## src/rtl/user_stream_arbiter.sv

```systemverilog
// Packet-granular two-input stream arbiter with one registered output stage.
// Define USER_ARB_PKT_CNT_EN to build the per-input completed-packet counters.
module user_stream_arbiter #(
  parameter int DATA_BITS = 512
) (
  input  logic                   aclk,
  input  logic                   aresetn,
  input  logic                   prio_mode,
  input  logic [DATA_BITS-1:0]   s0_tdata,
  input  logic [DATA_BITS/8-1:0] s0_tkeep,
  input  logic                   s0_tlast,
  input  logic                   s0_tvalid,
  output logic                   s0_tready,
  input  logic [DATA_BITS-1:0]   s1_tdata,
  input  logic [DATA_BITS/8-1:0] s1_tkeep,
  input  logic                   s1_tlast,
  input  logic                   s1_tvalid,
  output logic                   s1_tready,
  output logic [DATA_BITS-1:0]   m_tdata,
  output logic [DATA_BITS/8-1:0] m_tkeep,
  output logic                   m_tlast,
  output logic                   m_tid,
  output logic                   m_tvalid,
  input  logic                   m_tready,
  output logic [31:0]            pkt_cnt0,
  output logic [31:0]            pkt_cnt1
);

  localparam int KEEP_BITS = DATA_BITS / 8;

  localparam logic [1:0] ST_IDLE   = 2'd0;
  localparam logic [1:0] ST_GRANT0 = 2'd1;
  localparam logic [1:0] ST_GRANT1 = 2'd2;

  logic [1:0]           state_q, state_d;
  logic                 rr_ptr_q, rr_ptr_d;
  logic [DATA_BITS-1:0] m_tdata_q;
  logic [KEEP_BITS-1:0] m_tkeep_q;
  logic                 m_tlast_q;
  logic                 m_tid_q;
  logic                 m_tvalid_q;

  logic out_free;
  logic acc0, acc1, acc_any;

  // The output slot can take a beat when it is empty or being drained this cycle.
  assign out_free  = !m_tvalid_q || m_tready;
  assign s0_tready = (state_q == ST_GRANT0) && out_free;
  assign s1_tready = (state_q == ST_GRANT1) && out_free;

  assign acc0    = s0_tvalid && s0_tready;
  assign acc1    = s1_tvalid && s1_tready;
  assign acc_any = acc0 || acc1;

  // NOTE: every signal assigned in always_comb gets a default first, so no latch is inferred.
  always_comb begin
    state_d  = state_q;
    rr_ptr_d = rr_ptr_q;
    case (state_q)
      ST_IDLE: begin
        if (s0_tvalid && s1_tvalid) begin
          state_d = (prio_mode || !rr_ptr_q) ? ST_GRANT0 : ST_GRANT1;
        end else if (s0_tvalid) begin
          state_d = ST_GRANT0;
        end else if (s1_tvalid) begin
          state_d = ST_GRANT1;
        end
      end
      ST_GRANT0: begin
        if (acc0 && s0_tlast) begin
          state_d  = ST_IDLE;
          rr_ptr_d = 1'b1;
        end
      end
      ST_GRANT1: begin
        if (acc1 && s1_tlast) begin
          state_d  = ST_IDLE;
          rr_ptr_d = 1'b0;
        end
      end
      default: state_d = ST_IDLE;
    endcase
  end

  // NOTE: sequential state uses non-blocking assignments so all registers update together at the edge.
  always_ff @(posedge aclk or negedge aresetn) begin
    if (!aresetn) begin
      state_q  <= ST_IDLE;
      rr_ptr_q <= 1'b0;
    end else begin
      state_q  <= state_d;
      rr_ptr_q <= rr_ptr_d;
    end
  end

  // NOTE: the output data register is reset too, because a reset must present a zeroed beat.
  always_ff @(posedge aclk or negedge aresetn) begin
    if (!aresetn) begin
      m_tdata_q  <= '0;
      m_tkeep_q  <= '0;
      m_tlast_q  <= 1'b0;
      m_tid_q    <= 1'b0;
      m_tvalid_q <= 1'b0;
    end else if (acc_any) begin
      m_tdata_q  <= acc1 ? s1_tdata : s0_tdata;
      m_tkeep_q  <= acc1 ? s1_tkeep : s0_tkeep;
      m_tlast_q  <= acc1 ? s1_tlast : s0_tlast;
      m_tid_q    <= acc1;
      m_tvalid_q <= 1'b1;
    end else if (m_tready) begin
      m_tvalid_q <= 1'b0;
    end
  end

  assign m_tdata  = m_tdata_q;
  assign m_tkeep  = m_tkeep_q;
  assign m_tlast  = m_tlast_q;
  assign m_tid    = m_tid_q;
  assign m_tvalid = m_tvalid_q;

`ifdef USER_ARB_PKT_CNT_EN
  logic [31:0] pkt_cnt0_q, pkt_cnt1_q;

  // Counters wrap naturally at 32 bits.
  always_ff @(posedge aclk or negedge aresetn) begin
    if (!aresetn) begin
      pkt_cnt0_q <= '0;
      pkt_cnt1_q <= '0;
    end else begin
      if (acc0 && s0_tlast) pkt_cnt0_q <= pkt_cnt0_q + 32'd1;
      if (acc1 && s1_tlast) pkt_cnt1_q <= pkt_cnt1_q + 32'd1;
    end
  end

  assign pkt_cnt0 = pkt_cnt0_q;
  assign pkt_cnt1 = pkt_cnt1_q;
`else
  assign pkt_cnt0 = '0;
  assign pkt_cnt1 = '0;
`endif

endmodule
```

## config.mk

```make
export PLATFORM = sky130hd
export DESIGN_NAME = user_stream_arbiter
export DESIGN_NICKNAME = d
export VERILOG_FILES = /design/src/rtl/user_stream_arbiter.sv
export SDC_FILE = /design/constraint.sdc
export NUM_CORES = 1
export LEC_CHECK = 0
export ABC_AREA = 1
export BUFFER_PORTS_ARGS = -buffer_cell sky130_fd_sc_hd__buf_2
export CAP_MARGIN = 40
export CORE_AREA = 2 2 707 709
export DETAILED_ROUTE_END_ITERATION = 6
export DIE_AREA = 0 0 709 711
export GPL_TIMING_DRIVEN = 0
export PLACE_DENSITY_LB_ADDON = 0.3
export SETUP_SLACK_MARGIN = 0.3
export SLEW_MARGIN = 15
export SYNTH_ARGS = -nofsm -noshare
export SYNTH_HDL_FRONTEND = slang
export SYNTH_SLANG_ARGS = --single-unit
```

## constraint.sdc

```tcl
create_clock -name aclk -period 1.8 [get_ports aclk]
set_input_delay 0.09 -clock aclk [delete_from_list [all_inputs] [get_ports aclk]]
set_output_delay 0.09 -clock aclk [all_outputs]
set_load 0.005 [all_outputs]
```

== Word-level counts from Yosys, hierarchy flattened ==
Cells that the tools add are included.
Word-level totals
  bits in registers: 582
  bits of input ports: 1160
  output and inout port bits: 645
  word-level logic and storage cells: 44
Cells by class
  eq/ne operators: 5
  mux-type cells: 15
  reductions and logical operators: 17
Operators with widths (number)
  512-bit 2-to-1 mux: 1
  64-bit 2-to-1 mux: 1
  2-bit 2-to-1 mux: 6
  1-bit logical AND: 7
  2-bit case mux with 3 select lines: 1
  3-bit AND reduction: 2
  1-bit 2-to-1 mux: 5
  2-bit by 1-bit != test with 1-bit output (second input constant): 2
  4-bit != test (second input constant): 1
  2-bit nonzero test: 2
  1-bit logical OR: 3
  2-bit by 1-bit == test with 1-bit output (second input constant): 1
  2-bit == test (second input constant): 1
  1-bit logical NOT: 2
  2-bit logical NOT: 1
  1-bit case mux with 2 select lines: 1

== Logic depth before layout (Yosys ltp) ==
  depth after elaboration: 7
  gate-level depth with buffers: 12
  mapped depth without buffers: 9

== Worst setup path after synthesis ==
OpenSTA, ideal clock, no wires.
  kind: flip-flop to flip-flop
  start point: reg m_tvalid_q (netlist: m_tvalid)
  end point: reg m_tdata_q[0] (netlist: m_tdata[0])
  arrival: 1401 ps
  required time: 1681 ps
  path slack: 279 ps
  stages on the path, launching flop included: 12
  buffers on the path: 3
  cells stage by stage: dfrtp_1 -> nand2_1 -> inv_2 -> nor2_4 -> nand2_2 -> nand2_2 -> inv_2 -> buf_2 -> buf_2 -> buf_2 -> nand2_1 -> o21ai_2
On the way
  word-level cells in the longest chain between the ends: 5
RTL lines
  from (decl): line 41  | logic m_tvalid_q;
  from (signal assigned): line 103  | m_tvalid_q <= 1'b0;
  from (signal assigned): line 109  | m_tvalid_q <= 1'b1;
  from (signal assigned): line 111  | m_tvalid_q <= 1'b0;
  1-bit logical NOT (*): line 47  | assign out_free = !m_tvalid_q || m_tready;
  1-bit logical OR (*): line 47
  1-bit logical AND (*): line 49  | assign s1_tready = (state_q == ST_GRANT1) && out_free;
  net s1_tready: line 18  | output logic s1_tready,
  1-bit logical AND (*): line 52  | assign acc1 = s1_tvalid && s1_tready;
  512-bit 2-to-1 mux / 1-bit logical OR (equally long branches): line 105, 53
  to (signal assigned): line 105  | m_tdata_q <= acc1 ? s1_tdata : s0_tdata;
  to (decl): line 37  | logic [DATA_BITS-1:0] m_tdata_q;
The timed path passes the listed nets; every way through them passes the cells marked *.
A chain may end at the register's enable or synchronous reset.

== Worst setup path in the final report ==
  start point: reg m_tvalid_q (netlist: m_tvalid)
  end point: reg m_tdata_q[466] (netlist: m_tdata[466])
On the way
  word-level cells in the longest chain between the ends: 5
RTL lines (line)
  1-bit logical NOT (*): 47
  1-bit logical OR (*): 47
  1-bit logical AND, on equally long branches: 49, 48
  1-bit logical AND, on equally long branches: 52, 51
  512-bit 2-to-1 mux / 1-bit logical OR (equally long branches): 105, 53
Every way passes the cells marked *; elsewhere a longest branch is shown, timed or not.

==> flow_summary.yaml <==
grt:
  overflow: 0
  grtUsageMet2: 0.246
  grt_busiest_layer: "met2"
  antenna_found_initial: 387
  first_global_vias: 43627
  grt_usage: 0.155
  grt_max_degree: 88
  grtUsageMet3: 0.0599
  grt_use_met1: 0.190
  grt_pass1_wl_mm: 500
power_and_ir_drop:
  power.density_nw_per_um2: 1300
  pwr-share-clk: 0.218
  swShare: 0.464
  p_seq_frac: 0.269
  ir_drop_mv: 0.769
  combPwrFrac: 0.513
  internal_power_uw: 46900
  leakage_uw: 0.0336
  p_switching_uw: 40600
floorplan:
  core_um2: 496000
  die_w_um: 709
  io-pin-count: 1805
  rows: 259
  die_area_um2: 504000
  start_util: 0.0610
  dieHeight_um: 711
synthesis:
  ys_warn_count: 0
  synthCells: 4398
  synth.distinct_cells: 19
  syn_area_um2: 30300
  ys_ff_latch: 582
  syn_avg_cell_area_um2: 6.89
  yosysSeqAreaShare: 0.481
clock_tree:
  clockBufferDepth: 4
  root_buffer: "clkbuf_16"
  clk_pin_slew_ns: 0.08
  hold_buffers: 1221
  clk-insertion-delay-late_ns: 0.85
  cts_tree: "built"
  cts_buffers: 92
  cts_sinks: 582
  h-tree-depth: 3
sta:
  tns_ns: -142.63
  hold_ws_ns: -0.748
  fin_skew_ns: 0.0492
  hold_viol_final: 210
  period_share: 1.25
  fmaxAchievable_mhz: 446
  drv_slew: 0
  layout_setup_ws_ns: -0.442
  rsz0062_at_grt: "true"
  finalCriticalPeriod_ns: 2.24
  finalSetupViolCount: 581
  slew_headroom: 0.541
  tightest_slew_ns: 0.686
place:
  gp_congestion: 1.02
  hpwlAfterDp_mm: 353
  portBuffers: 1740
cells_and_area:
  layout-drive-gt1-share: 0.334
  area_growth_pct: 123
  nets: 8776
  fillers: 57629
critical_path:
  critPathTopFamily: "simple AND/OR/NAND/NOR gates"
  critPathCaptureType: "flip-flop"
  cp_slowest_cell: "dfrtp_2"
  crit_path_start_kind: "flip-flop"
  max_stage_delay_ns: 0.42
  cp_max_fo: 7
  cp_num_buf_inv: 4
  cp_data_required_time_ns: 2.48
  path_cells: "nand2_4 -> inv_4 -> nor2_4 -> nand2_8 -> buf_16 -> buf_16 -> clkbuf_16 -> nor2_4 -> o21ai_1"
  cp.arrival_ns: 2.92
  worstSetupPathType: "flip-flop to flip-flop"
routing:
  drtAntennaViolNets: 0
  wl_mm: 409
  drt_iter0_markers: 3242
  wl_per_cell_um: 28.2
  first_pass_iters: 5
  drc: 0
  num_vias: 44164
  vias_per_cell: 3.04
run_status:
  status: "finished with violations"
  violations: "hold timing, setup timing"
run:
  drv_cap: 0
worst_hold_path:
  hp-class: "primary input to async pin"
## metrics by stage
step                  util  setup WS, ns  cells  cell area [µm²]  total power, µW
floorplan                -         0.300   4461            30500            35900
global placement    0.0959        -15.40  12856            47600            61400
detailed placement  0.0973         -2.04  12897            48300            61900
CTS                  0.132        -0.475  14307            65600            87300
global route         0.136        -0.498  14428            67300            93200
finish               0.136        -0.442  14505            67500            87500
## timing repair
action	in CTS	in global routing
gates resized for setup	501	304
setup endpoints to repair	1160	1025
hold endpoints to repair	834	210
pin swaps	22	16
gates cloned	8	17
buffers inserted	21	12
## state kept, by name, indices dropped and copies added, names as in the netlist
name	cells
m_tid	1
m_tvalid	1
state_q	2
rr_ptr_q	1
m_tlast	1
m_tkeep	64
m_tdata	512
## layout by cell type, fill, tap and decap left out, types with 2 or more instances in the layout
| cell | n |
|---|---|
| inv_16 | 2 |
| buf_2 | 1807 |
| buf_6 | 56 |
| inv_6 | 2 |
| bufinv_16 | 6 |
| clkbuf_2 | 11 |
| nand3_1 | 3 |
| diode_2 | 168 |
| o21ai_0 | 37 |
| o21ai_2 | 24 |
| clkinv_4 | 4 |
| clkbuf_16 | 113 |
| clkbuf_1 | 37 |
| buf_4 | 132 |
| nand2_4 | 20 |
| buf_8 | 21 |
| nand2_2 | 41 |
| clkinvlp_4 | 8 |
| conb_1 | 64 |
| o21ai_1 | 516 |
| inv_1 | 582 |
| nor2_4 | 93 |
| nand2_8 | 6 |
| buf_16 | 32 |
| dfrtp_1 | 581 |
| nor2_2 | 91 |
| inv_4 | 2 |
| nor2_1 | 397 |
| nor3_1 | 2 |
| clkbuf_8 | 17 |
| nand2_1 | 1676 |
| dlygate4sd3_1 | 1220 |
| a31oi_1 | 2 |
| clkbuf_4 | 15 |
| buf_12 | 43 |
| clkinv_2 | 14 |
## synth_stat cells
cell type | number | area, µm²
a31oi_1 | 2 | 12.5
nand3_1 | 4 | 20.0
dfrtp_1 | 582 | 14600
nand2_1 | 1731 | 6500
nor2_1 | 580 | 2180
nor3_1 | 2 | 10.0
o21a_1 | 1 | 7.51
inv_1 | 582 | 2180
buf_2 | 187 | 936
clkbuf_1 | 49 | 184
buf_4 | 76 | 571
conb_1 | 1 | 3.75
nand2_2 | 12 | 75.1
o21ai_2 | 10 | 87.6
inv_2 | 3 | 11.3
o21ai_0 | 39 | 195
buf_6 | 8 | 90.1
nor2_4 | 1 | 11.3
o21ai_1 | 528 | 2640
## per-layer routing
layer	routed length [µm]	up-vias
met3	40700	805
met4	17300	230
met2	181000	2178
met5	1530	-
li1	-	19673
met1	169000	21278
## worst paths after layout
path | cells after the start | startpoint | end | slack, ns
worst max-delay path | 9 | m_tvalid | m_tdata[466] | -0.44
worst min-delay path | 1 | aresetn | m_tdata[293] | -0.75
worst max register to register | 9 | m_tvalid | m_tdata[466] | -0.44
worst min register to register | 2 | m_tdata[225] | m_tdata[225] | 0.48
max in group asynchronous | 4 | aresetn | m_tvalid | 0.40
min in group aclk | 7 | m_tready | m_tid | -0.01
## area by class of cell
type                            count  area (µm²)  share of cell area
Antenna cell                      168         420             0.00623
Buffer                            320        3060              0.0452
Clock buffer                      124        2570              0.0381
Clock inverter                     36         403             0.00597
Inverter                          585        2200              0.0326
Multi-Input combinational cell   2974       13300               0.197
Sequential cell                   582       14600               0.216
Tap cell                         6655        8330               0.123
Timing Repair Buffer             3061       22700               0.336
## cell families (layout without fill, tap and decap cells)
family | count (synthesis) | count (layout) | share of synthesized area
AND/OR/NAND/NOR | 2330 | 2330 | 0.290
buffers and inverters | 905 | 4126 | 0.131
flip-flops | 582 | 582 | 0.481
AO/OA/AOI/OAI | 580 | 580 | 0.0973
other | 1 | 232 | 0.000124
## power by group through the flow
stage	Combinational, µW	Clock (µW)	Sequential, µW
6_report	44900	19100	23500
3_5_place_dp	38200	0	23700
4_1_cts	43900	19800	23600
2_1_floorplan	12600	0	23400
5_1_grt	48900	20100	24200
3_3_place_gp	37700	0	23600
Note: power is estimated with default switching activity, not from simulation.
